**src/rtl/expr_seq_pkg.sv**
```systemverilog
// expr_seq_pkg: shared definitions for the expression vector sequencer.
//   - seq_state_t : sequencer FSM states
//   - LFSR tap positions, default seed, next-state and seed-guard helpers
//   - operand field offsets/widths for unpacking op_vec into a0..a5, b0..b5
//     (MSB first: a0[3:0], a1[4:0], a2[5:0], a3[3:0], a4[4:0], a5[5:0],
//      then b0..b5 with the same widths)
package expr_seq_pkg;

    typedef enum logic [2:0] {IDLE, DRIVE, SETTLE, CHECK, DONE} seq_state_t;

    localparam logic [63:0] LFSR_DEFAULT_SEED = 64'h1;
    localparam int LFSR_TAP0 = 63;
    localparam int LFSR_TAP1 = 62;
    localparam int LFSR_TAP2 = 60;
    localparam int LFSR_TAP3 = 59;

    localparam int A0_OFF = 56;  localparam int A0_W = 4;
    localparam int A1_OFF = 51;  localparam int A1_W = 5;
    localparam int A2_OFF = 45;  localparam int A2_W = 6;
    localparam int A3_OFF = 41;  localparam int A3_W = 4;
    localparam int A4_OFF = 36;  localparam int A4_W = 5;
    localparam int A5_OFF = 30;  localparam int A5_W = 6;
    localparam int B0_OFF = 26;  localparam int B0_W = 4;
    localparam int B1_OFF = 21;  localparam int B1_W = 5;
    localparam int B2_OFF = 15;  localparam int B2_W = 6;
    localparam int B3_OFF = 11;  localparam int B3_W = 4;
    localparam int B4_OFF = 6;   localparam int B4_W = 5;
    localparam int B5_OFF = 0;   localparam int B5_W = 6;

    // Fibonacci step: shift left, feedback into the LSB.
    function automatic logic [63:0] lfsr64_next(input logic [63:0] l);
        return {l[62:0], l[LFSR_TAP0] ^ l[LFSR_TAP1] ^ l[LFSR_TAP2] ^ l[LFSR_TAP3]};
    endfunction

    // An all-zero state would lock the LFSR, so a zero seed is replaced.
    function automatic logic [63:0] lfsr64_seed(input logic [63:0] s);
        return (s == 64'h0) ? LFSR_DEFAULT_SEED : s;
    endfunction

    // Extract one operand field (width up to 6) from a packed vector.
    function automatic logic [5:0] op_field(input logic [59:0] v, input int off, input int w);
        logic [59:0] sh;
        sh = v >> off;
        return sh[5:0] & 6'((1 << w) - 1);
    endfunction

endpackage

```
**src/rtl/expr_seq_lfsr64.sv**
```systemverilog
// expr_seq_lfsr64: 64-bit Fibonacci LFSR with synchronous reload and advance.
// Ports:
//   clk, rst_n     : clock, asynchronous active-low reset (state <= seed)
//   load           : reload the (zero-guarded) seed; wins over advance
//   advance        : step the LFSR once
//   value[OUT_W-1:0] : low OUT_W bits of the current state
module expr_seq_lfsr64
    import expr_seq_pkg::*;
#(
    parameter int          OUT_W = 60,
    parameter logic [63:0] SEED  = LFSR_DEFAULT_SEED
) (
    input  logic             clk,
    input  logic             rst_n,
    input  logic             load,
    input  logic             advance,
    output logic [OUT_W-1:0] value
);

    localparam logic [63:0] INIT = lfsr64_seed(SEED);

    logic [63:0] lfsr;

    always_ff @(posedge clk or negedge rst_n) begin
        if (!rst_n) begin
            lfsr <= INIT;
        end else if (load) begin
            lfsr <= INIT;
        end else if (advance) begin
            lfsr <= lfsr64_next(lfsr);
        end
    end

    assign value = lfsr[OUT_W-1:0];

endmodule

```
**src/rtl/expr_vector_sequencer.sv**
```systemverilog
// expr_vector_sequencer: equivalence-check controller around a DUT/golden pair.
// Drives LFSR operand vectors to both instances, waits SETTLE_CYCLES, compares
// the two results and keeps mismatch statistics.
// Ports:
//   clk, rst_n          : clock, asynchronous active-low reset
//   start, abort        : control pulses (see below)
//   op_vec[OP_W-1:0]    : operand vector to both instances
//   dut_y, ref_y [Y_W]  : results compared in CHECK
//   busy, done, pass    : status (pass valid while done)
//   vec_cnt, mismatch_cnt, first_fail_idx [16], first_fail_vec [OP_W] : results
// Control: start is sampled only in IDLE or DONE and begins a reseeded run;
// abort is sampled every cycle, beats start, freezes the datapath for that
// cycle and returns to IDLE with counters kept for inspection.
// Optional build macro: EXPR_SEQ_STOP_ON_FAIL_EN ends the run at the first
// mismatching vector.
module expr_vector_sequencer
    import expr_seq_pkg::*;
#(
    parameter int          OP_W          = 60,
    parameter int          Y_W           = 90,
    parameter int          NUM_VECTORS   = 1024,
    parameter int          SETTLE_CYCLES = 2,
    parameter logic [63:0] SEED          = 64'h1
) (
    input  logic            clk,
    input  logic            rst_n,
    input  logic            start,
    input  logic            abort,
    output logic [OP_W-1:0] op_vec,
    input  logic [Y_W-1:0]  dut_y,
    input  logic [Y_W-1:0]  ref_y,
    output logic            busy,
    output logic            done,
    output logic            pass,
    output logic [15:0]     vec_cnt,
    output logic [15:0]     mismatch_cnt,
    output logic [15:0]     first_fail_idx,
    output logic [OP_W-1:0] first_fail_vec
);

    localparam logic [15:0] LAST_IDX  = 16'(NUM_VECTORS - 1);
    localparam logic [3:0]  SETTLE_LD = 4'(SETTLE_CYCLES);

    seq_state_t      state, state_next;
    logic [3:0]      settle_cnt;
    logic [OP_W-1:0] lfsr_val;
    logic            run_start;
    logic            mismatch;
    logic            last_vec;
    logic            stop_now;

    // !== so that X/Z on dut_y is reported as a mismatch in simulation.
    assign mismatch  = (dut_y !== ref_y);
    assign last_vec  = (vec_cnt == LAST_IDX);
    assign run_start = start && !abort && ((state == IDLE) || (state == DONE));

`ifdef EXPR_SEQ_STOP_ON_FAIL_EN
    assign stop_now = mismatch;
`else
    assign stop_now = 1'b0;
`endif

    expr_seq_lfsr64 #(
        .OUT_W (OP_W),
        .SEED  (SEED)
    ) u_lfsr (
        .clk     (clk),
        .rst_n   (rst_n),
        .load    (run_start),
        .advance ((state == DRIVE) && !abort),
        .value   (lfsr_val)
    );

    always_ff @(posedge clk or negedge rst_n) begin
        if (!rst_n) begin
            state <= IDLE;
        end else begin
            state <= state_next;
        end
    end

    always_comb begin
        state_next = state;
        if (abort) begin
            state_next = IDLE;
        end else begin
            case (state)
                IDLE, DONE: if (start) state_next = DRIVE;
                DRIVE:      state_next = (SETTLE_LD != 4'd0) ? SETTLE : CHECK;
                // Counter holds the remaining settle cycles including this one.
                SETTLE:     if (settle_cnt <= 4'd1) state_next = CHECK;
                CHECK:      state_next = (last_vec || stop_now) ? DONE : DRIVE;
                default:    state_next = IDLE;
            endcase
        end
    end

    always_ff @(posedge clk or negedge rst_n) begin
        if (!rst_n) begin
            op_vec         <= '0;
            settle_cnt     <= '0;
            vec_cnt        <= '0;
            mismatch_cnt   <= '0;
            first_fail_idx <= '0;
            first_fail_vec <= '0;
        end else if (run_start) begin
            vec_cnt        <= '0;
            mismatch_cnt   <= '0;
            first_fail_idx <= '0;
            first_fail_vec <= '0;
        end else if (!abort) begin
            case (state)
                DRIVE: begin
                    op_vec     <= lfsr_val;
                    settle_cnt <= SETTLE_LD;
                end
                SETTLE: settle_cnt <= settle_cnt - 4'd1;
                CHECK: begin
                    if (mismatch) begin
                        if (mismatch_cnt != 16'hFFFF) mismatch_cnt <= mismatch_cnt + 16'd1;
                        if (mismatch_cnt == 16'h0) begin
                            first_fail_idx <= vec_cnt;
                            first_fail_vec <= op_vec;
                        end
                    end
                    if (!last_vec && !stop_now) vec_cnt <= vec_cnt + 16'd1;
                end
                default: ;
            endcase
        end
    end

    assign busy = (state == DRIVE) || (state == SETTLE) || (state == CHECK);
    assign done = (state == DONE);
    assign pass = (state == DONE) && (mismatch_cnt == 16'h0);

endmodule

```
**config.mk**
```make
export PLATFORM = sky130hd
export DESIGN_NAME = expr_vector_sequencer
export DESIGN_NICKNAME = d
export VERILOG_FILES = /design/src/rtl/expr_seq_pkg.sv /design/src/rtl/expr_seq_lfsr64.sv /design/src/rtl/expr_vector_sequencer.sv
export SDC_FILE = /design/constraint.sdc
export NUM_CORES = 1
export LEC_CHECK = 0
export BUFFER_PORTS_ARGS = -buffer_cell sky130_fd_sc_hd__buf_4
export CORE_UTILIZATION = 43
export CTS_CLUSTER_SIZE = 14
export DETAILED_ROUTE_END_ITERATION = 10
export PLACE_DENSITY_LB_ADDON = 0.1
export SLEW_MARGIN = 10
export SYNTH_ARGS = -nofsm -noshare
export SYNTH_HDL_FRONTEND = slang
export SYNTH_SLANG_ARGS = --single-unit
```
**constraint.sdc**
```tcl
create_clock -name clk -period 5.1 [get_ports clk]
set_input_delay 0.765 -clock clk [delete_from_list [all_inputs] [get_ports clk]]
set_output_delay 0.765 -clock clk [all_outputs]
set_load 0.02 [all_outputs]
```
==> impl_metrics.yaml <==
run_status:
  status: "complete, no violations"
sta:
  timing.slew.headroom_pct: 25.3
  rsz0062_at_grt: "no"
  setup_viol: 0
  max_freq_ghz: 0.316
  tightest_slew_ns: 1.12
  period_needed_ns: 3.17
  finalSetupTns_ns: 0
  finalHoldViolations: 0
  final-max-slew-violation-count: 0
  finalCritPeriodShare_pct: 62.1
  skew_ns: 0.0103
  fin_ws_ns: 1.93
critical_path:
  cp-start-kind: "flop"
  worstPathRequired_ns: 5.54
  endpoint_kind: "flop"
  crit_fanout: 94
  crit_type: "reg -> reg"
  cp.arrival_ns: 3.60
finish:
  final_cells: 1761
  layout-drive-gt1-share_pct: 32.2
  num-nets-final: 1601
  syn_to_final_growth_pct: 34.0
clocking:
  holdBufCountCts: 0
  ctsResizeCount: 0
  cts_inserted_buffers: 26
  cts.sinks: 239
  clk_path_buf_depth: 3
  path_clk_slew_ns: 0.06
  clk_latency_ns: 0.52
  ctsRootBufferMaster: "clkbuf_16"
  cts_setup_buffers: 0
  htreeDepth: 1
  cts_tree: "done"
yosys:
  synth-main-ff-cell: "dfrtp_1"
  synthSimpleGateAreaFrac_pct: 20.0
  synthArstFlopShare_pct: 100
  yosysWarnings: 0
  ys_types: 55
  syn_nets: 1277
  synthMuxAreaShare_pct: 0.450
  syn_area_per_cell_um2: 10.2
  synth-edff-count: 0
  synth_area_leader_cell: "dfrtp_1"
  yosys.area_share.xor_xnor_pct: 8.43
  synthAdderAreaFrac_pct: 0.563
  netlist.area_leader.share_pct: 53.6
  synth_compound_area_share_pct: 13.3
  syn_inst: 1088
  synth_area_leaders: "dfrtp_1, nand2_1, xnor2_1, o2bb2ai_2, nand3_1"
  synth_area_um2: 11100
  synth_top_family_by_area: "simple AND/OR/NAND/NOR gates"
  ys_seq_area_share_pct: 53.8
  ys_ff_latch: 239
grt:
  antenna_found_initial: 3
  gr-total-overflow: 0
  grt_max_degree: 132
  grt_pass1_vias: 9148
  grtUsageTotal_pct: 23.4
  grt_pass1_wl_mm: 49.3
detailed_routing:
  wire_per_inst_um: 17.6
  drc: 0
  vias: 9265
  drtIter0Drc: 702
  viasPerCell: 5.26
  routed_wl_mm: 31.0
  first_pass_iters: 5
  detail-route-antenna-nets: 0
pwr:
  power_density_nw_per_um2: 308
  ir_drop_uv: 181
  p_leak_nw: 7.60
floorplanning:
  ioPinCount: 355
  design.core.area_um2: 25300
  die_w_um: 163
  rows: 58
  die_y_um: 163
  die_area_um2: 26500
  start_util_pct: 44.0
place:
  dp_hpwl_mm: 21.0
  portBuffers: 354
  dpl.cell_count: 1714
  gp_congestion: 0.920
  dpl_worst_slack_ns: 1.79
worst_hold_path:
  hold_path.class: "in -> async"
run:
  maxCapViolations: 0
==> power by group <==
part           leakage (nW)  switching (mW)  total (mW)  internal [mW]
logic                  3.84           0.397       0.660          0.263
registers              3.32          0.0619        2.02           1.95
clock network         0.437           0.748        1.90           1.16
==> metal layers <==
metal	vias to the layer above	share of wire [%]	wire [um]	global-route usage [%]
met1	4518	48	14900	34.7
met2	266	43	13400	34.2
met3	50	6.8	2110	5.86
met4	4	1.7	533	5.01
met5	-	0.068	21	0
li1	4427	-	-	-
==> critical path: stages (launching register included) <==
cell	delay [ns]
dfrtp_1	0.71
or4b_4	1.01
nand3_1	0.30
o21ai_1	0.61
a22oi_1	0.23
o22ai_1	0.22
==> registers in the layout (all words and copies together) (netlist names) <==
name / cells
mismatch_cnt: 16
u_lfsr.lfsr: 64
settle_cnt: 4
state: 3
op_vec: 60
vec_cnt: 16
first_fail_idx: 16
first_fail_vec: 60
==> through the flow <==
| stage | total power [mW] | instance area (um2) | hold WS (ns) | util (%) |
|---|---|---|---|---|
| 2_1_floorplan | 2.40 | 11100 | 0.446 | - |
| 3_3_place_gp | 2.71 | 14000 | 0.457 | 55.5 |
| 3_5_place_dp | 2.72 | 14000 | 0.462 | 55.5 |
| 4_1_cts | 4.63 | 14900 | 0.383 | 59.0 |
| 5_1_grt | 4.78 | 14900 | 0.400 | 59.0 |
| 6_report | 4.58 | 14900 | 0.315 | 59.0 |
==> area by class of cell <==
class	count	area, um2
inverter	9	33.8
timing repair buffer	365	2800
clock buffer	34	732
tap	330	413
sequential	239	5980
fill	2208	10400
antenna	1	2.50
multi-input combinational	771	4800
clock inverter	12	135
==> path summary, 6_finish.rpt <==
check	startpoint	to	slack, ns	cells past startpoint
max	state[0]$_DFFE_PN0P_	mismatch_cnt[1]$_DFFE_PN0P_	1.93	5
min	rst_n	first_fail_idx[11]$_DFFE_PN0P_	0.31	1
max reg2reg	state[0]$_DFFE_PN0P_	mismatch_cnt[1]$_DFFE_PN0P_	1.93	5
min reg2reg	u_lfsr.lfsr[39]$_DFFE_PN0P_	u_lfsr.lfsr[39]$_DFFE_PN0P_	0.47	2
max in group asynchronous	rst_n	u_lfsr.lfsr[0]$_DFFE_PN1P_	3.57	2
min in group clk	u_lfsr.lfsr[39]$_DFFE_PN0P_	u_lfsr.lfsr[39]$_DFFE_PN0P_	0.47	2
==> cells by family (layout without fill, tap and decap cells) <==
group           count (synthesis)  count (layout)
other cells                     0               1
mux                             5               5
compound gates                155             155
buf+inv                        78             420
fa+ha+maj                       5               5
simple gates                  499             499
flops                         239             239
xor+xnor                      107             107
==> cell usage after synthesis (5+ instances only) <==
library cell	number
a21oi_1	14
dfrtp_1	238
ha_1	5
nand3_1	96
nor4_1	13
a31oi_1	10
and2_1	5
buf_2	12
inv_1	9
clkbuf_1	46
o41ai_1	5
xor2_1	31
and3_1	12
a22o_1	10
nor2_1	24
o2bb2ai_1	35
o21ai_0	9
nor3_1	8
xnor2_1	76
nand2_1	300
mux2i_1	5
o2bb2ai_2	40
nand4_1	24
==> layout by cell type (no fill, tap or decap), types with 12 or more instances in the layout <==
master,n
dfrtp_1,238
o2bb2ai_2,40
nand3_1,95
buf_4,360
nand2_1,300
xnor2_1,76
clkbuf_16,27
and3_1,12
nor4_1,12
xor2_1,31
a21oi_1,14
nand4_1,24
o2bb2ai_1,35
nor2_1,23
Power figures use the tool's default switching activity.
